**src/rtl/bus_arbiter_pkg.sv**
```systemverilog
// bus_arbiter_pkg: shared bus constants, owner codes and active-low level helpers
package bus_arbiter_pkg;
  localparam int BUS_MASTER_CH = 4;
  localparam int BUS_OWNER_W = 2;
  localparam logic ENABLE_ = 1'b0;
  localparam logic DISABLE_ = 1'b1;
  typedef enum logic [BUS_OWNER_W-1:0] {
    BUS_OWNER_MASTER_0 = 2'd0,
    BUS_OWNER_MASTER_1 = 2'd1,
    BUS_OWNER_MASTER_2 = 2'd2,
    BUS_OWNER_MASTER_3 = 2'd3
  } bus_owner_e;
  function automatic logic [BUS_MASTER_CH-1:0] grant_n(input logic [BUS_OWNER_W-1:0] owner);
    for (int i = 0; i < BUS_MASTER_CH; i++)
      grant_n[i] = (owner == BUS_OWNER_W'(i)) ? ENABLE_ : DISABLE_;
  endfunction
endpackage

```
**src/rtl/bus_arbiter_rr_pick.sv**
```systemverilog
// bus_arb_rr_pick: first active-high request scanning circularly from start
module bus_arb_rr_pick
  import bus_arbiter_pkg::*;
(
  input  logic [BUS_MASTER_CH-1:0] req,
  input  logic [BUS_OWNER_W-1:0]   start,
  output logic                     found,
  output logic [BUS_OWNER_W-1:0]   pick
);
  logic [BUS_MASTER_CH-1:0] rot;
  logic [BUS_OWNER_W-1:0] off;
  assign rot = BUS_MASTER_CH'({req, req} >> start);
  assign off = rot[0] ? 2'd0 : rot[1] ? 2'd1 : rot[2] ? 2'd2 : 2'd3;
  assign found = |rot;
  assign pick = start + off;
endmodule

```
**src/rtl/bus_arbiter.sv**
```systemverilog
// bus_arbiter: round-robin 4-master arbiter with parked, registered active-low grants and hold limit
module bus_arbiter
  import bus_arbiter_pkg::*;
#(
  parameter int MAX_HOLD = 16,
  parameter int HOLD_W = 5
) (
  input  logic                   clk,
  input  logic                   reset,
  input  logic                   m0_req_,
  input  logic                   m1_req_,
  input  logic                   m2_req_,
  input  logic                   m3_req_,
  output logic                   m0_grnt_,
  output logic                   m1_grnt_,
  output logic                   m2_grnt_,
  output logic                   m3_grnt_,
  output logic [BUS_OWNER_W-1:0] bus_owner,
  output logic                   hold_expire
);
  logic [BUS_MASTER_CH-1:0] req, others;
  logic [BUS_OWNER_W-1:0] owner_q, owner_d, pick;
  logic [HOLD_W-1:0] hold_q, hold_d, hold_max;
  logic own_req, found, at_lim, force_ho;
  assign req = {m3_req_ == ENABLE_, m2_req_ == ENABLE_, m1_req_ == ENABLE_, m0_req_ == ENABLE_};
  assign own_req = req[owner_q];
  assign others = req & ~(BUS_MASTER_CH'(1) << owner_q);
  bus_arb_rr_pick u_pick (
    .req   (others),
    .start (owner_q + 2'd1),
    .found (found),
    .pick  (pick)
  );
  // with no limit the counter just saturates at its full range
  assign hold_max = (MAX_HOLD != 0) ? HOLD_W'(MAX_HOLD - 1) : '1;
  assign at_lim = (MAX_HOLD != 0) && (hold_q == hold_max);
  assign force_ho = own_req && at_lim && found;
  assign hold_expire = force_ho && !reset;
  always_comb begin
    owner_d = ((!own_req || force_ho) && found) ? pick : owner_q;
    hold_d = (owner_d != owner_q || !own_req) ? '0 : (hold_q == hold_max) ? hold_q : hold_q + 1'b1;
  end
  always_ff @(posedge clk) begin
    if (reset) begin
      owner_q <= BUS_OWNER_MASTER_0;
      hold_q <= '0;
    end else begin
      owner_q <= owner_d;
      hold_q <= hold_d;
    end
  end
  assign {m3_grnt_, m2_grnt_, m1_grnt_, m0_grnt_} = grant_n(owner_q);
  assign bus_owner = owner_q;
endmodule
```
**config.mk**
```make
export PLATFORM = sky130hd
export DESIGN_NAME = bus_arbiter
export DESIGN_NICKNAME = d
export VERILOG_FILES = /design/src/rtl/bus_arbiter_pkg.sv /design/src/rtl/bus_arbiter_rr_pick.sv /design/src/rtl/bus_arbiter.sv
export SDC_FILE = /design/constraint.sdc
export NUM_CORES = 1
export LEC_CHECK = 0
export CAP_MARGIN = 20
export CORE_MARGIN = 3
export CORE_UTILIZATION = 40
export CTS_BUF_LIST = sky130_fd_sc_hd__clkbuf_8
export CTS_CLUSTER_DIAMETER = 150
export CTS_CLUSTER_SIZE = 20
export DETAILED_ROUTE_END_ITERATION = 8
export HOLD_SLACK_MARGIN = 0.03
export PLACE_DENSITY = 0.68
export SKIP_CTS_REPAIR_TIMING = 1
export SLEW_MARGIN = 20
export SYNTH_ARGS = -nofsm -noshare
export SYNTH_HDL_FRONTEND = slang
export SYNTH_HIERARCHICAL = 1
export SYNTH_SLANG_ARGS = --single-unit
```
**constraint.sdc**
```tcl
create_clock -name clk -period 3.73 [get_ports clk]
set_input_delay 0.5595 -clock clk [delete_from_list [all_inputs] [get_ports clk]]
set_output_delay 0.5595 -clock clk [all_outputs]
set_load 0.005 [all_outputs]
```
# Word level (Yosys, flattened, before mapping)
# Cells that the tools add are included.
# word_totals
ff_bits	7
input_bits	6
out_inout_bits	7
elab_cells	40
# op_classes
n_addsub	3
n_lt_le_gt_ge	1
n_eq_ne	5
shift	2
n_mux	10
n_bitwise	6
n_reduce_logical	11
# op_table
op	n
8-bit by 2-bit right shift with 4-bit output	1
1-bit two-way mux	6
2-bit two-way mux	3
5-bit by 1-bit adder with 5-bit output, second input constant	1
5-bit by 4-bit == test with 1-bit output, second input constant	1
4-bit AND	1
2-bit == test, second input constant	2
1-bit logical AND	4
1-bit inverter	4
4-bit inverter	1
4-bit OR reduction	1
1-bit by 2-bit << shifter with 4-bit output, first input constant	1
2-bit by 3-bit less-than comparator with 1-bit output, second input constant	1
2-bit by 1-bit adder with 2-bit output, second input constant	1
2-bit adder	1
1-bit binary-select mux with 2-bit select	1
2-bit by 1-bit == test with 1-bit output, second input constant	1
1-bit zero test	2
2-bit zero test	1
1-bit logical OR	2
2-bit inequality test	1
2-bit OR reduction	1

# Depth between registers and ports, before layout
# depth
word_depth	12
ltp_mapped	13
depth_no_buf	13

# Modules after synthesis
# The synthesis kept the hierarchy.
# by_module_without_submodules
mod	instances	cells_each	area_per_inst_um2
bus_arbiter	1	66	563.0
bus_arb_rr_pick	1	23	153.9

# Least setup slack after synthesis
# No wires, ideal clock.
# synth_path
path_type	flip-flop to flip-flop
from	reg owner_q[0], in the netlist bus_owner[0]
to	reg hold_q[1]
setup_ns	0.087
arrival_ns	2.787
required_time_ns	3.643
path_slack_ns	0.856
stages_incl_launch_ff	12
period_less_slack_ns	2.874
cell_sequence	dfxtp_1 inv_1 ha_1 nor2_1 a21oi_1 o31a_1 ha_1 a31o_1 o311ai_1 xnor2_1 nor3_2 nor4b_2
# synth_between
elab_chain_cells	12
# synth_rtl
element	line_no	rtl
from (decl)	bus_arbiter.sv:22	logic [BUS_OWNER_W-1:0] owner_q, owner_d, pick;
from (signal assigned)	bus_arbiter.sv:48	owner_q <= owner_d;
1-bit by 2-bit << shifter with 4-bit output *	bus_arbiter.sv:27	assign others = req & ~(BUS_MASTER_CH'(1) << owner_q);
4-bit inverter *	bus_arbiter.sv:27	
4-bit AND *	bus_arbiter.sv:27	
via others[2]	bus_arbiter.sv:21	logic [BUS_MASTER_CH-1:0] req, others;
8-bit by 2-bit right shift with 4-bit output *	bus_arbiter_rr_pick.sv:12	assign rot = BUS_MASTER_CH'({req, req} >> start);
1-bit two-way mux	bus_arbiter_rr_pick.sv:13	assign off = rot[0] ? 2'd0 : rot[1] ? 2'd1 : rot[2] ? 2'd2 : 2'd3;
2-bit two-way mux	bus_arbiter_rr_pick.sv:13	
2-bit two-way mux *	bus_arbiter_rr_pick.sv:13	
2-bit adder *	bus_arbiter_rr_pick.sv:15	assign pick = start + off;
via pick[1]	bus_arbiter.sv:22	
2-bit two-way mux *	bus_arbiter.sv:40	owner_d = ((!own_req || force_ho) && found) ? pick : owner_q;
2-bit inequality test *	bus_arbiter.sv:41	hold_d = (owner_d != owner_q || !own_req) ? '0 : (hold_q == hold_max) ? hold_q : hold_q + 1'b1;
1-bit logical OR *	bus_arbiter.sv:41	
2-bit OR reduction (no line) *	-	
to (signal assigned)	bus_arbiter.sv:49	hold_q <= hold_d;
to (decl)	bus_arbiter.sv:23	logic [HOLD_W-1:0] hold_q, hold_d, hold_max;
# Mark *: on every way through the listed nets, which the timed path passes. The rest lies on a longest branch. The select of a mux whose other input is x is not followed.
# A chain may end at the register's enable or synchronous reset.

# Worst setup path in the final report
# layout_path
from	reg owner_q[0], in the netlist bus_owner[0]
to	reg hold_q[2]
# The elaborated chain is that of the path after synthesis.

==> impl_metrics.yaml <==
worst_setup_path:
  path_max_fanout: 10
  critPathKind: "flop to flop"
  worstPathCellList: "inv_1, ha_1, nor2_1, a21oi_1, o31a_1, ha_1, a31o_1, o311ai_1, xnor2_1, nor3_2, nor3_1"
  slowest_delay_ns: 0.49
  cpLargestDelayFamily: "compound AO/OA/AOI/OAI gates"
  cp-end-kind: "flop"
  cpMostUsedCell: "ha_1"
  arrival_ns: 3.52
  worst_setup_path_start_kind: "flop"
  crit_required_ns: 3.83
  cp_slowest_cell: "dfxtp_1"
  cp_num_buf_inv: 1
global_route:
  grt_use_total_pct: 15.1
  grt_max_degree: 11
  grt_pass1_vias: 602
  grt_pass1_wl_um: 2810
  antenna_found_initial: 0
  overflow: 0
cts:
  htree_levels: 1
  cts_tree: "yes"
  clk_path_buf_depth: 2
  clk_pin_slew_ns: 0.04
  cts_sinks: 7
  root_buffer: "clkbuf_8"
  clkLatencyLatePin_ns: 0.23
  cts-buffers-inserted: 3
synth:
  avgSynthCellArea_um2: 8.06
  ys.flop_type: "dfxtp_1"
  synth_fp_nets: 102
  synthDistinctLibCells: 35
  syn_inst: 89
  yosysWarnings: 6
  synth-seq-cells: 7
  synth_edf_count: 0
  netlist_area_um2: 717
  ys_seq_area_share_pct: 19.5
  async_flop_share_pct: 0
timing:
  setup_violations: 0
  fin_worst_skew_ns: 0.00319
  slew_headroom_pct: 66.0
  holdWs_ns: 0.567
  worst_slew_pin_slew_ns: 0.501
  fmax_mhz: 292
  hold_viol: 0
  slew_violations: 0
  fin_crit_ns: 3.42
  min_period_over_period_pct: 91.8
  rsz0062_at_grt: "no"
  finalSetupTns_ns: 0
pwr:
  ir_drop_v: 0.000394
  power_density_mw_per_mm2: 743
  p_leak_uw: 0.000346
  power.total_uw: 669
place:
  dp_hpwl_um: 1230
  numPortBuffers: 12
  gp_congestion: 0.766
finish:
  antennaDiodeCount: 0
  final_layout_size_suffix_gt1_share_pct: 11.5
  final_common_cell: "clkdlybuf4s50_1"
  regArea_um2: 140
  final_util_pct: 56.5
  most-common-layout-cells: "clkdlybuf4s50_1, nor2_1, inv_1"
  final_net_count: 118
  syn_to_final_growth_pct: 25.7
  nFillCells: 148
  multi_input_area_um2: 536
floorplanning:
  rows: 14
  die_w_um: 48.3
  start_util_pct: 45.0
  core_area_mm2: 0.00159
  fp.dieH_um: 48.3
  io_pins: 13
  dieArea_mm2: 0.00234
min_path:
  hp-class: "flop to flop"
routing:
  route.detailed.drc: 0
  num_vias: 661
  vias_per_cell: 5.16
  wl_per_cell_um: 12.4
  dr.pass1.iters: 4
  drt-total-wl_um: 1590
  ant_nets: 0
  drt_iter0_drc: 10
status:
  outcome: "finished clean"
run:
  max-cap-violations: 0
-- layout make-up --
cell class / count / area share (%)
well taps: 24 / 3.33
clock buffers: 3 / 4.58
multi-input cells: 73 / 59.4
flip-flops and latches: 7 / 15.6
repair buffers: 12 / 13.3
clock inverters: 1 / 0.417
inverters: 8 / 3.33
-- Yosys cell counts, types with 2 or more instances --
library cell / number / area share (%)
nor2_1: 10 / 5.2
inv_1: 8 / 4.2
nand2_1: 8 / 4.2
dfxtp_1: 7 / 20
ha_1: 7 / 12
nand2b_1: 7 / 6.1
nor3_1: 5 / 3.5
xnor2_1: 4 / 4.9
a21oi_1: 3 / 2.1
mux2i_1: 3 / 4.2
nor3_2: 2 / 2.8
or2_2: 2 / 1.7
-- logic make-up (layout without fill, tap and decap cells) --
kind of cell,Yosys count,count (layout),synth area share [%]
AO/OA/AOI/OAI,13,13,15.2
adder cells (fa/ha/maj),7,7,12.2
XOR/XNOR,4,4,4.89
AND/OR/NAND/NOR,44,44,34.6
multiplexers,5,5,7.85
flip-flops,7,7,19.5
buffers and inverters,9,24,5.76
-- sequential cells by signal, summed over array words and instances (netlist names) --
| register | cells |
|---|---|
| hold_q | 5 |
| bus_owner | 2 |
-- where the power goes --
part	switching (uW)	internal (uW)	leakage [uW]
Sequential	29.5	91.6	0.0000570
Combinational	232	208	0.000263
Clock	36.3	71.4	0.0000269
-- final timing paths --
path | from | endpoint | slack [ns] | cells after the start
setup / recovery | bus_owner[0] | hold_q[2] | 0.31 | 11
hold reg to reg | hold_q[3] | hold_q[3] | 0.57 | 3
setup reg to reg | bus_owner[0] | hold_q[2] | 0.31 | 11
hold / removal | hold_q[3] | hold_q[3] | 0.57 | 3
-- worst reg2reg max path, stage by stage, from the launching register on --
cell,delay [ns]
dfxtp_1,0.49
inv_1,0.25
ha_1,0.28
nor2_1,0.38
a21oi_1,0.12
o31a_1,0.30
ha_1,0.23
a31o_1,0.19
o311ai_1,0.44
xnor2_1,0.17
nor3_2,0.31
nor3_1,0.12
-- per-stage QoR --
stage | cell area [um2] | std cells | setup slack [ns]
2_1_floorplan | 717 | 89 | 0.856
3_3_place_gp | 856 | 124 | 0.582
3_5_place_dp | 856 | 124 | 0.357
4_1_cts | 901 | 128 | 0.334
5_1_grt | 901 | 128 | 0.0629
6_report | 901 | 128 | 0.307
-- per-layer routing --
metal	global-route usage [%]	vias up	routed length, um
met5	0	-	0
met1	22.0	296	766
met2	20.6	19	723
li1	-	341	-
met3	2.15	5	63
met4	9.48	0	34
(Power assumes the default switching activity.)
